### src/rtl/cbu_counter_pkg.sv
// rtl/cbu_counter_pkg.sv - shared constants and helpers for the cbu counter macro family
package cbu_counter_pkg;

    localparam int CBU_MAX_WIDTH = 32;

    // Last value reached before the wrap to 0, expressed at the widest supported width
    function automatic logic [CBU_MAX_WIDTH-1:0] cbu_terminal_value(input longint unsigned modulus);
        longint unsigned w_term;
        w_term = modulus - 64'd1;
        return w_term[CBU_MAX_WIDTH-1:0];
    endfunction

    function automatic bit cbu_params_ok(input int width, input longint unsigned modulus);
        if (width < 1 || width > CBU_MAX_WIDTH) begin
            return 1'b0;
        end
        return (modulus >= 64'd2) && (modulus <= (64'd1 << width));
    endfunction

endpackage

### src/rtl/cbu_cascade_counter.sv
// rtl/cbu_cascade_counter.sv - cascadable modulo-N up counter with carry in/out
module cbu_cascade_counter
    import cbu_counter_pkg::*;
#(
    parameter int              WIDTH   = 4,
    parameter longint unsigned MODULUS = 16
) (
    input  logic             CLK,
    input  logic             RSTN,
    input  logic [WIDTH-1:0] D,
    input  logic             CAI,
    input  logic             EN,
    input  logic             PS,
    input  logic             CS,
    input  logic             LD,
    output logic [WIDTH-1:0] Q,
    output logic             CAO,
    output logic             TC
);

    localparam logic [CBU_MAX_WIDTH-1:0] TERM_FULL = cbu_terminal_value(MODULUS);
    localparam logic [WIDTH-1:0]         TERM      = TERM_FULL[WIDTH-1:0];

    if (!cbu_params_ok(WIDTH, MODULUS)) begin : g_param_error
        $fatal(1, "cbu_cascade_counter: MODULUS must lie in 2..2**WIDTH and WIDTH in 1..32");
    end

    logic [WIDTH-1:0] r_q;
    logic [WIDTH-1:0] w_next;
    logic             w_tc;
    logic             w_count;

    // Using >= lets a verbatim out-of-range load wrap to 0 on its next count
    assign w_tc    = (r_q >= TERM);
    assign w_count = CAI & EN;

    always_comb begin
        w_next = r_q;
        if (PS) begin
            w_next = TERM;
        end else if (CS) begin
            w_next = '0;
        end else if (LD) begin
            w_next = D;
        end else if (w_count) begin
            w_next = w_tc ? '0 : r_q + WIDTH'(1);
        end
    end

    always_ff @(posedge CLK or negedge RSTN) begin
        if (!RSTN) begin
            r_q <= '0;
        end else begin
            r_q <= w_next;
        end
    end

    // Carry ignores PS/CS/LD so a chained stage sees the carry of the current count
    assign Q   = r_q;
    assign TC  = w_tc;
    assign CAO = w_count & w_tc;

endmodule

### config.mk
export PLATFORM = sky130hd
export DESIGN_NAME = cbu_cascade_counter
export DESIGN_NICKNAME = d
export VERILOG_FILES = /design/src/rtl/cbu_counter_pkg.sv /design/src/rtl/cbu_cascade_counter.sv
export SDC_FILE = /design/constraint.sdc
export NUM_CORES = 1
export LEC_CHECK = 0
export CAP_MARGIN = 0
export CORE_AREA = 2 2 39 41
export CTS_BUF_LIST = sky130_fd_sc_hd__clkbuf_4 sky130_fd_sc_hd__clkbuf_8
export CTS_CLUSTER_SIZE = 10
export DETAILED_ROUTE_END_ITERATION = 10
export DIE_AREA = 0 0 41 43
export GPL_TIMING_DRIVEN = 0
export PLACE_DENSITY = 0.64
export SLEW_MARGIN = 10
export SYNTH_ARGS = -nofsm -noshare
export SYNTH_HDL_FRONTEND = slang
export SYNTH_SLANG_ARGS = --single-unit
### constraint.sdc
create_clock -name CLK -period 1.76 [get_ports CLK]
set_clock_uncertainty 0.1 [all_clocks]
set_input_delay 0.264 -clock CLK [delete_from_list [all_inputs] [get_ports CLK]]
set_output_delay 0.264 -clock CLK [all_outputs]
set_load 0.1 [all_outputs]
## Word level (Yosys, flattened, before mapping)

Cells that the tools add are included.
Widths: inputs -> output; s select.

- Flip-flop bits (word level): 4
- Input port bits: 11
- Output and inout bits: 6
- Logic and storage cells: 11

- Add/sub/neg operators: 1
- $lt $le $gt $ge: 1
- Mux-type cells: 5
- Bitwise logic cells: 2
- Reductions and logical operators: 1

Operator list:

| cell | count |
|---|---|
| $mux 4 | 5 |
| $add 4x1->4 const B | 1 |
| $ge 4x4->1 const B | 1 |
| $reduce_bool 4->1 | 1 |
| $and 1x1->1 | 2 |

## Longest topological paths before layout

Gate-level depths: netlist (run 1).

- Depth in word-level cells: 6
- Gate-level depth with buffers: 5
- Gate-level depth less buffers: 5

## Worst setup path before layout (run 1)

OpenSTA, ideal clock, no wires.

- Path type: register -> output
- Start point: reg r_q[0], in the netlist Q[0]
- End point: out CAO
- Arrival: 3.031 ns
- Required time: 1.396 ns
- Slack: -1.635 ns
- Stages on the path, launching flop included: 4
- Path buffers: 0
- Cells stage by stage: dfrtp_1 -> ha_1 -> and3_1 -> and3_1

- Longest elaborated chain between the ends: 2

Ends and longest elaborated chain:

| element | line | source |
|---|---|---|
| start: declaration | cbu_cascade_counter.sv:28 | `logic [WIDTH-1:0] r_q;` |
| start signal: assignment | cbu_cascade_counter.sv:54 | `r_q <= w_next;` |
| $ge 4x4->1 | cbu_cascade_counter.sv:34 | `assign w_tc = (r_q >= TERM);` |
| via TC | cbu_cascade_counter.sv:18 | `output logic TC` |
| $and 1x1->1 | cbu_cascade_counter.sv:61 | `assign CAO = w_count & w_tc;` |
| end: declaration | cbu_cascade_counter.sv:17 | `output logic CAO,` |

The timed path passes the listed nets, and every way through them passes these cells.

## Worst setup path in the final report (run 1)

- Start point: reg r_q[0], in the netlist Q[0]
- End point: out CAO

- Longest elaborated chain between the ends: 2

Ends and longest elaborated chain:

| element | line |
|---|---|
| $ge 4x4->1 | cbu_cascade_counter.sv:34 |
| $and 1x1->1 | cbu_cascade_counter.sv:61 |

No other way between the ends.

==> reports/metrics.yaml, run 1 <==
outcome:
  status: "complete, no violations"
synthesis:
  synth_area_um2: 307
  synth.top_cells.by_area: "dfrtp_1 (33%), a2111oi_4 (9.0%), inv_1 (6.1%), a22oi_1 (4.9%), mux2_4 (4.9%)"
  ys_seq_area_share_pct: 32.7
  yosysTopAreaCell: "dfrtp_1"
  ys.flop_type: "dfrtp_1"
  ys_seq_elements: 4
  synth_edf_count: 0
  synth_top_area_share_pct: 32.7
  syn_inst: 32
  synthDistinctLibCells: 19
  avgSynthCellArea_um2: 9.58
  synth_async_sr_flop_share_pct: 100
  ys_warn_count: 0
  syn_nets: 44
place:
  dpl.hpwl_um: 639
  pre_cts_slack_ns: -0.709
  placedCellCount: 63
  portBuffers: 15
  gp_routability_congestion: 0.744
  place_area_um2: 509
worst_setup_path:
  critPathArrivalTime_ns: 1.38
  start_kind: "flop"
  crit_type: "reg2out"
  critPathCaptureType: "output pin"
  critPathMaxFanout: 5
  ff2ff_path_depth: 6
  crit_required_ns: 1.40
final_layout:
  final_area_um2: 567
  layout_common_cells: "clkdlybuf4s50_1 (9), inv_1 (5), clkdlybuf4s15_2 (4), buf_4 (4), clkbuf_4 (3)"
  final_cells: 69
  largest_reg_flops: 4
  fin_util_pct: 41.0
  final_net_count: 67
  mostFrequentLayoutCell: "clkdlybuf4s50_1"
  fill_cells: 146
  antenna_cells: 0
  syn2layout_area_growth_pct: 84.9
  drive_gt1_share_pct: 43.4
clock_tree:
  htreeDepth: 1
  cts_buffer_depth: 2
  cts_buffers: 3
  clock-root-buffer: "clkbuf_4"
  numClockSinks: 4
  clk_pin_slew_ns: 0.04
  clkLatencyLatePin_ns: 0.23
  cts_tree: "yes"
die:
  dieArea_um2: 1760
  die_w_um: 41
  die_h_um: 43
  initial_utilization_pct: 22.2
  core_area_um2: 1380
  num_rows: 14
  io_pins: 17
routing:
  drcViolationCount: 0
  drtAntennaViolNets: 0
  wl_per_cell_um: 12.7
  wirelength_um: 873
  via_count: 333
  drt-vias-per-instance: 4.83
  drt_iter0_markers: 8
  first_pass_iters: 3
grt:
  grt_max_degree: 9
  grt_pass1_vias: 309
  overflow: 0
  antenna_found_initial: 0
  grtUsageTotal_pct: 11.6
  grt_pass1_wl_mm: 1.37
timing:
  worst_pin_slew_ns: 0.553
  rsz0062_at_grt: "true"
  timing.fmax_mhz: 573
  final_max_slew_viol_count: 0
  fin_ws_ns: 0.0148
  finalSetupViolCount: 0
  whs_ns: 0.137
  period_minus_slack_ns: 1.75
  hold_viol: 0
  slew_headroom_pct: 63.3
  layout_worst_path_cycle_share_pct: 99.2
min_path:
  worst_hold_path_type: "in2async"
pwr:
  ir_drop_mv: 0.278
  power.leakage_uw: 0.000235
  powerDensity_nw_per_um2: 797
flow_run:
  max_cap_viol_count: 0
==> critical path, cell delays in order (launching register included) <==
cell     delay, ns
dfrtp_4       0.50
ha_4          0.18
and3_4        0.15
and3_4        0.15
buf_12        0.16
==> report_power, final <==
group | switching (uW) | total [uW] | internal [uW]
logic | 139 | 218 | 79.1
clock network | 36.8 | 113 | 76.2
registers | 14.7 | 121 | 106
==> metrics by stage <==
step | TNS (ns) | total power, uW
after CTS | -0.00625 | 449
after global routing | -0.0216 | 479
after global placement | -1.94 | 329
after detailed placement | -1.97 | 332
final | 0 | 452
after floorplan | -0.272 | 266
==> final timing paths <==
| check | from | to | slack, ns |
|---|---|---|---|
| max | Q[0]$_DFFE_PN0P_ | CAO | 0.01 |
| min | RSTN | Q[2]$_DFFE_PN0P_ | 0.14 |
| max reg2reg | Q[0]$_DFFE_PN0P_ | Q[3]$_DFFE_PN0P_ | 0.08 |
| min reg2reg | Q[3]$_DFFE_PN0P_ | Q[3]$_DFFE_PN0P_ | 0.51 |
| max in group asynchronous | RSTN | Q[1]$_DFFE_PN0P_ | 1.23 |
| min in group CLK | LD | Q[3]$_DFFE_PN0P_ | 0.30 |
==> per-layer routing <==
layer	global-route usage, %	part of all wire, %	up-vias
met5	0	0	-
met4	2.00	0	0
met3	6.28	2.7	0
met2	17.5	54	7
met1	14.3	43	165
li1	-	-	161
==> what timing repair did <==
action	CTS	global route
setup buffers	0	3
hold buffers	0	0
hold endpoints to repair	0	0
gates resized for setup	27	0
setup endpoints to repair	6	1
==> kinds of logic after synthesis <==
group / share of synthesized area (%)
AO/OA/AOI/OAI: 31.8
XOR/XNOR: 2.86
adder cells (fa/ha/maj): 4.08
buffers and inverters: 9.80
flip-flops: 32.7
multiplexers: 8.16
AND/OR/NAND/NOR: 10.6
==> cell usage after synthesis (2+ instances only) <==
cell	n
o21ai_0	2
a22oi_1	2
inv_1	5
nor2_1	2
nand2_1	2
a21oi_1	2
dfrtp_1	4
and3_1	2
==> final cells by class <==
type / count / area, um^2 / share of cell area (%)
Clock buffer: 3 / 22.5 / 3.97
Inverter: 5 / 18.8 / 3.31
Multi-Input combinational cell: 22 / 199 / 35.1
Buffer: 1 / 11.3 / 1.99
Sequential cell: 4 / 110 / 19.4
Timing Repair Buffer: 18 / 185 / 32.7
Tap cell: 16 / 20.0 / 3.53
Note: power is estimated with default switching activity, not from simulation.
==> inputs of run 2 (changes only) <==
==> constraint.sdc (replaced) <==
create_clock -name CLK -period 1.76 [get_ports CLK]
set_clock_uncertainty 0.1 [all_clocks]
set_input_delay 0.176 -clock CLK [delete_from_list [all_inputs] [get_ports CLK]]
set_output_delay 0.176 -clock CLK [all_outputs]
set_load 0.1 [all_outputs]
==> run 2 against run 1 <==
  * Clock power about the same
  * Die area unchanged
  * Critical path depth down 3
  * Core utilization down 2.4 points
  * Maximum frequency up 2.1%
  * Sequential power about the same
  * Clock-buffer cell count unchanged
  * Routed wire length down 3.6%
  * Sequential share of layout area up 1.2 points
  * Sequential cell count unchanged
  * Largest power group unchanged
==> reports/metrics.yaml, run 2 (synthesis results as in run 1) <==
clock_tree:
  clock-root-buffer: "clkbuf_4"  # unchanged
  htreeDepth: 1  # unchanged
  cts_buffers: 3  # unchanged
  cts_buffer_depth: 2  # unchanged
  cts_tree: "yes"  # unchanged
  numClockSinks: 4  # unchanged
  clk_pin_slew_ns: 0.04  # about the same
  clkLatencyLatePin_ns: 0.23  # about the same
  postCtsSetupBuffers: 0  # unchanged
timing:
  layout_worst_path_cycle_share_pct: 97.1  # was 99.2%
  rsz0062_at_grt: "false"  # was true
  worst_pin_slew_ns: 0.943  # was 0.553 ns
  whs_ns: 0.0499  # was 0.137 ns
  final.setup.tns_ns: 0  # unchanged
  period_minus_slack_ns: 1.71  # was 1.75 ns
  final_max_slew_viol_count: 0  # unchanged
  timing.fmax_mhz: 585  # was 573 MHz
  finalSetupViolCount: 0  # unchanged
  slew_headroom_pct: 37.4  # was 63.3%
  hold_viol: 0  # unchanged
final_layout:
  multi_input_comb_area_um2: 199  # unchanged
  drive_gt1_share_pct: 38.0  # was 43.4%
  final_cells: 66  # was 69
  syn2layout_area_growth_pct: 74.3  # was 84.9%
  fill_cells: 146  # unchanged
  layout_common_cells: "clkdlybuf4s50_1 (9), inv_1 (5), clkbuf_4 (4), clkdlybuf4s15_2 (3)"  # was clkdlybuf4s50_1 (9), inv_1 (5), clkdlybuf4s15_2 (4), buf_4 (4), clkbuf_4 (3)
  mostFrequentLayoutCell: "clkdlybuf4s50_1"  # unchanged
  largest_reg_flops: 4  # unchanged
  fin_util_pct: 38.6  # was 41.0%
  regArea_um2: 110  # unchanged
  final_net_count: 64  # was 67
  antenna_cells: 0  # unchanged
flow_run:
  max_cap_viol_count: 0  # unchanged
die:
  num_rows: 14  # unchanged
  core_area_um2: 1380  # unchanged
  dieArea_um2: 1760  # unchanged
  io_pins: 17  # unchanged
  die_w_um: 41  # unchanged
  initial_utilization_pct: 22.2  # unchanged
  die_h_um: 43  # unchanged
worst_setup_path:
  crit_type: "reg2out"  # unchanged
  crit_required_ns: 1.48  # was 1.40 ns
  cp_cell_sequence: "clkdlybuf4s15_1"  # was ha_4 -> and3_4 -> and3_4 -> buf_12
  max_stage_delay_ns: 0.82  # was 0.50 ns
  r2r-end: "Q[3]$_DFFE_PN0P_"  # unchanged
  r2r_slack_ns: 0.16  # was 0.08 ns
  r2r_start: "Q[0]$_DFFE_PN0P_"  # unchanged
  start_kind: "flop"  # unchanged
  path_delay_family: "buffers and inverters"  # was flip-flops
  critPathMaxFanout: 4  # was 5
  slowest_stage: "clkdlybuf4s15_1"  # was dfrtp_4
  critPathCaptureType: "output pin"  # unchanged
  ff2ff_path_depth: 5  # was 6
  timing.critical_path.buf_inv: 1  # unchanged
  critPathArrivalTime_ns: 1.43  # was 1.38 ns
outcome:
  status: "complete, no violations"  # unchanged
grt:
  grt_pass1_vias: 304  # was 309
  grt_max_degree: 9  # unchanged
  grtUsageTotal_pct: 11.4  # was 11.6%
  overflow: 0  # unchanged
  grt_pass1_wl_mm: 1.35  # was 1.37 mm
  antenna_found_initial: 0  # unchanged
pwr:
  ir_drop_mv: 0.280  # was 0.278 mV
  powerDensity_nw_per_um2: 822  # was 797 nW/um^2
  power.leakage_uw: 0.000218  # was 0.000235 uW
min_path:
  worst_hold_path_type: "in2async"  # unchanged
routing:
  drtAntennaViolNets: 0  # unchanged
  via_count: 325  # was 333
  drt-vias-per-instance: 4.92  # was 4.83
  drcViolationCount: 0  # unchanged
  wl_per_cell_um: 12.8  # was 12.7 um
  wirelength_um: 842  # was 873 um
  drt_iter0_markers: 9  # was 8
  first_pass_iters: 4  # was 3
place:
  dpl.hpwl_um: 639  # unchanged
  gp_routability_congestion: 0.744  # unchanged
  placedCellCount: 63  # unchanged
  portBuffers: 15  # unchanged
run 2: final cells by class:
cell class | instances | area share [%]
multi-input cells | 22 | 37.2
repair buffers | 15 | 28.6
flip-flops and latches | 4 | 20.6
clock buffers | 3 | 4.22
well taps | 16 | 3.75
inverters | 5 | 3.51
plain buffers | 1 | 2.11
run 2: stage by stage:
stage | total power, uW | cell area (um^2) | setup slack, ns
floorplan | 266 | 339 | -0.161
global placement | 329 | 509 | -0.587
detailed placement | 332 | 509 | -0.588
CTS | 444 | 527 | 0.00178
global route | 466 | 534 | 0.000726
finish | 439 | 534 | 0.0512
run 2: worst max-delay path by stage:
stage	from	endpoint	slack, ns	cells past startpoint
after floorplan	Q[0]$_DFFE_PN0P_	CAO	-0.16	3
after global placement	Q[0]$_DFFE_PN0P_	CAO	-0.59	4
after detailed placement	Q[0]$_DFFE_PN0P_	CAO	-0.59	4
after CTS	Q[3]$_DFFE_PN0P_	Q[3]	0.002	1
after global routing	Q[3]$_DFFE_PN0P_	Q[3]	0.0007	1
final	Q[3]$_DFFE_PN0P_	Q[3]	0.05	1
run 2: power by group:
| part | internal (uW) | total [uW] | leakage [uW] | switching (uW) |
|---|---|---|---|---|
| Combinational | 68.8 | 204 | 0.000163 | 135 |
| Clock | 76.2 | 112 | 0.0000138 | 36.1 |
| Sequential | 106 | 123 | 0.0000410 | 16.8 |
| Total | 251 | 439 | 0.000218 | 188 |
run 2: timing repair:
| action | 4_1_cts | 5_1_grt |
|---|---|---|
| pin swaps | 0 | 0 |
| hold buffers | 0 | 0 |
| gates resized for setup | 21 | 3 |
| endpoints found under the setup margin | 6 | 3 |
run 2: layer usage:
metal	up-vias	GRT usage, %	part of all wire [%]
li1	156	-	-
met1	158	14.3	44
met2	11	16.9	52
met3	0	6.28	4.0
met4	0	2.00	0
met5	-	0	0
==> inputs of run 3 (changes only) <==
--- a/config.mk
+++ b/config.mk
@@ -13,7 +13,9 @@
 export DIE_AREA = 0 0 41 43
 export GPL_TIMING_DRIVEN = 0
 export PLACE_DENSITY = 0.64
+export SKIP_LAST_GASP = 1
 export SLEW_MARGIN = 10
 export SYNTH_ARGS = -nofsm -noshare
 export SYNTH_HDL_FRONTEND = slang
 export SYNTH_SLANG_ARGS = --single-unit
+export TNS_END_PERCENT = 5
==> run 3 against run 2 <==
  * The run now ends with setup timing left
  * Worst hold slack got worse by 0.0094 ns
  * Total power is 1.4% lower
  * Worst setup slack worse by 0.088 ns
  * Critical path type unchanged
  * Critical endpoint is now Q[1]
  * Largest cell class unchanged
  * Highest routed layer unchanged
==> reports/metrics.yaml, run 3 (synthesis results as in run 1) <==
die:
  io_pins: 17  # unchanged
  core_area_um2: 1380  # unchanged
  dieArea_um2: 1760  # unchanged
  num_rows: 14  # unchanged
  die_h_um: 43  # unchanged
  initial_utilization_pct: 22.2  # unchanged
  die_w_um: 41  # unchanged
outcome:
  violations: "setup timing"
  status: "finished with violations"  # was complete, no violations
grt:
  top_usage_layer: "met2"  # unchanged
  grt_max_degree: 9  # unchanged
  use_met2_pct: 15.6  # was 16.9%
  antenna_found_initial: 0  # unchanged
  grt_pass1_vias: 291  # was 304
  grt_use_met1_pct: 14.6  # was 14.3%
  grt_use_met3_pct: 6.28  # unchanged
  grt_pass1_wl_mm: 1.30  # was 1.35 mm
  overflow: 0  # unchanged
  grtUsageTotal_pct: 11.1  # was 11.4%
timing:
  final_max_slew_viol_count: 0  # unchanged
  layout_worst_path_cycle_share_pct: 102  # was 97.1%
  timing.fmax_mhz: 556  # was 585 MHz
  hold_viol: 0  # unchanged
  finalSetupViolCount: 3  # was 0
  period_minus_slack_ns: 1.80  # was 1.71 ns
  worst_pin_slew_ns: 0.964  # was 0.943 ns
  fin_ws_ns: -0.0373  # was 0.0512 ns
  rsz0062_at_grt: "true"  # was false
  slew_headroom_pct: 36.0  # was 37.4%
clock_tree:
  hold_buffers: 0  # unchanged
  postCtsSetupBuffers: 0  # unchanged
  cts_buffers: 3  # unchanged
  cts_tree: "yes"  # unchanged
  numClockSinks: 4  # unchanged
  clkLatencyLatePin_ns: 0.24  # was 0.23 ns
  clk_pin_slew_ns: 0.04  # about the same
  cts_buffer_depth: 2  # unchanged
  htreeDepth: 1  # unchanged
  clock-root-buffer: "clkbuf_4"  # unchanged
final_layout:
  final_cells: 66  # unchanged
  mostFrequentLayoutCell: "clkdlybuf4s50_1"  # unchanged
  final_net_count: 64  # unchanged
  drive_gt1_share_pct: 34.0  # was 38.0%
  layout_common_cells: "clkdlybuf4s50_1 (9), inv_1 (5), clkbuf_4 (4)"  # was clkdlybuf4s50_1 (9), inv_1 (5), clkbuf_4 (4), clkdlybuf4s15_2 (3)
  antenna_cells: 0  # unchanged
  syn2layout_area_growth_pct: 68.6  # was 74.3%
  fin_util_pct: 37.3  # was 38.6%
  largest_reg_flops: 4  # unchanged
worst_setup_path:
  critPathCaptureType: "output pin"  # unchanged
  slowest_stage: "clkdlybuf4s15_1"  # unchanged
  max_stage_delay_ns: 0.84  # was 0.82 ns
  r2r-end: "Q[3]$_DFFE_PN0P_"  # unchanged
  r2r_slack_ns: 0.21  # was 0.16 ns
  start_kind: "flop"  # unchanged
  cp_cell_sequence: "clkdlybuf4s15_1"  # unchanged
  r2r_start: "Q[0]$_DFFE_PN0P_"  # unchanged
  critPathMaxFanout: 5  # was 4
  ff2ff_path_depth: 5  # unchanged
  timing.critical_path.buf_inv: 1  # unchanged
  crit_required_ns: 1.48  # about the same
  path_delay_family: "buffers and inverters"  # unchanged
  crit_type: "reg2out"  # unchanged
  critPathArrivalTime_ns: 1.52  # was 1.43 ns
routing:
  wl_per_cell_um: 11.9  # was 12.8 um
  drcViolationCount: 0  # unchanged
  first_pass_iters: 4  # unchanged
  via_count: 318  # was 325
  drt-vias-per-instance: 4.82  # was 4.92
  drtAntennaViolNets: 0  # unchanged
  wirelength_um: 785  # was 842 um
  drt_iter0_markers: 13  # was 9
place:
  gp_routability_congestion: 0.742  # was 0.744
  placedCellCount: 63  # unchanged
  portBuffers: 15  # unchanged
  dpl.hpwl_um: 616  # was 639 um
pwr:
  power.leakage_uw: 0.000215  # was 0.000218 uW
  ir_drop_mv: 0.278  # was 0.280 mV
  powerDensity_nw_per_um2: 837  # was 822 nW/um^2
flow_run:
  max_cap_viol_count: 0  # unchanged
min_path:
  worst_hold_path_type: "in2async"  # unchanged
-- run 3: worst max-delay path by stage --
stage                           from    to  slack [ns]  cells past startpoint
detailed placement  Q[0]$_DFFE_PN0P_   CAO       -0.58                      4
floorplan           Q[0]$_DFFE_PN0P_   CAO       -0.16                      3
CTS                 Q[0]$_DFFE_PN0P_   CAO       -0.25                      4
global placement    Q[0]$_DFFE_PN0P_   CAO       -0.59                      4
finish              Q[1]$_DFFE_PN0P_  Q[1]       -0.04                      1
global route        Q[1]$_DFFE_PN0P_  Q[1]       -0.07                      1
-- run 3: through the flow --
stage	hold WS, ns	setup WS [ns]	setup TNS (ns)	power [uW]	instance area, um^2
after floorplan	-0.220	-0.161	-0.184	266	339
after global placement	0.295	-0.587	-1.30	329	509
after detailed placement	0.296	-0.577	-1.31	330	509
after CTS	0.0431	-0.255	-0.554	441	529
after global routing	0.0644	-0.0698	-0.207	458	517
final	0.0405	-0.0373	-0.0679	433	517
-- run 3: area by class of cell --
cell class	instances	area, um^2
fill	144	867
multi-input combinational	22	199
timing repair buffer	15	135
sequential	4	110
clock buffer	3	22.5
tap	16	20.0
inverter	5	18.8
buffer	1	11.3
-- run 3: layer usage --
| layer | vias to the layer above | share of wire [%] |
|---|---|---|
| met3 | 0 | 4.1 |
| met5 | - | 0 |
| met2 | 7 | 52 |
| met1 | 153 | 44 |
| met4 | 0 | 0 |
| li1 | 158 | - |
-- run 3: repair_timing --
| action | 4_1_cts | 5_1_grt |
|---|---|---|
| resized for setup | 10 | 8 |
| setup endpoints to repair | 6 | 6 |
| hold endpoints to repair | 0 | 0 |
-- run 3: where the power goes --
group,internal (uW),switching (uW),leakage [uW]
clock,76.3,37.9,0.0000138
combinational,63.4,133,0.000160
sequential,106,15.6,0.0000410
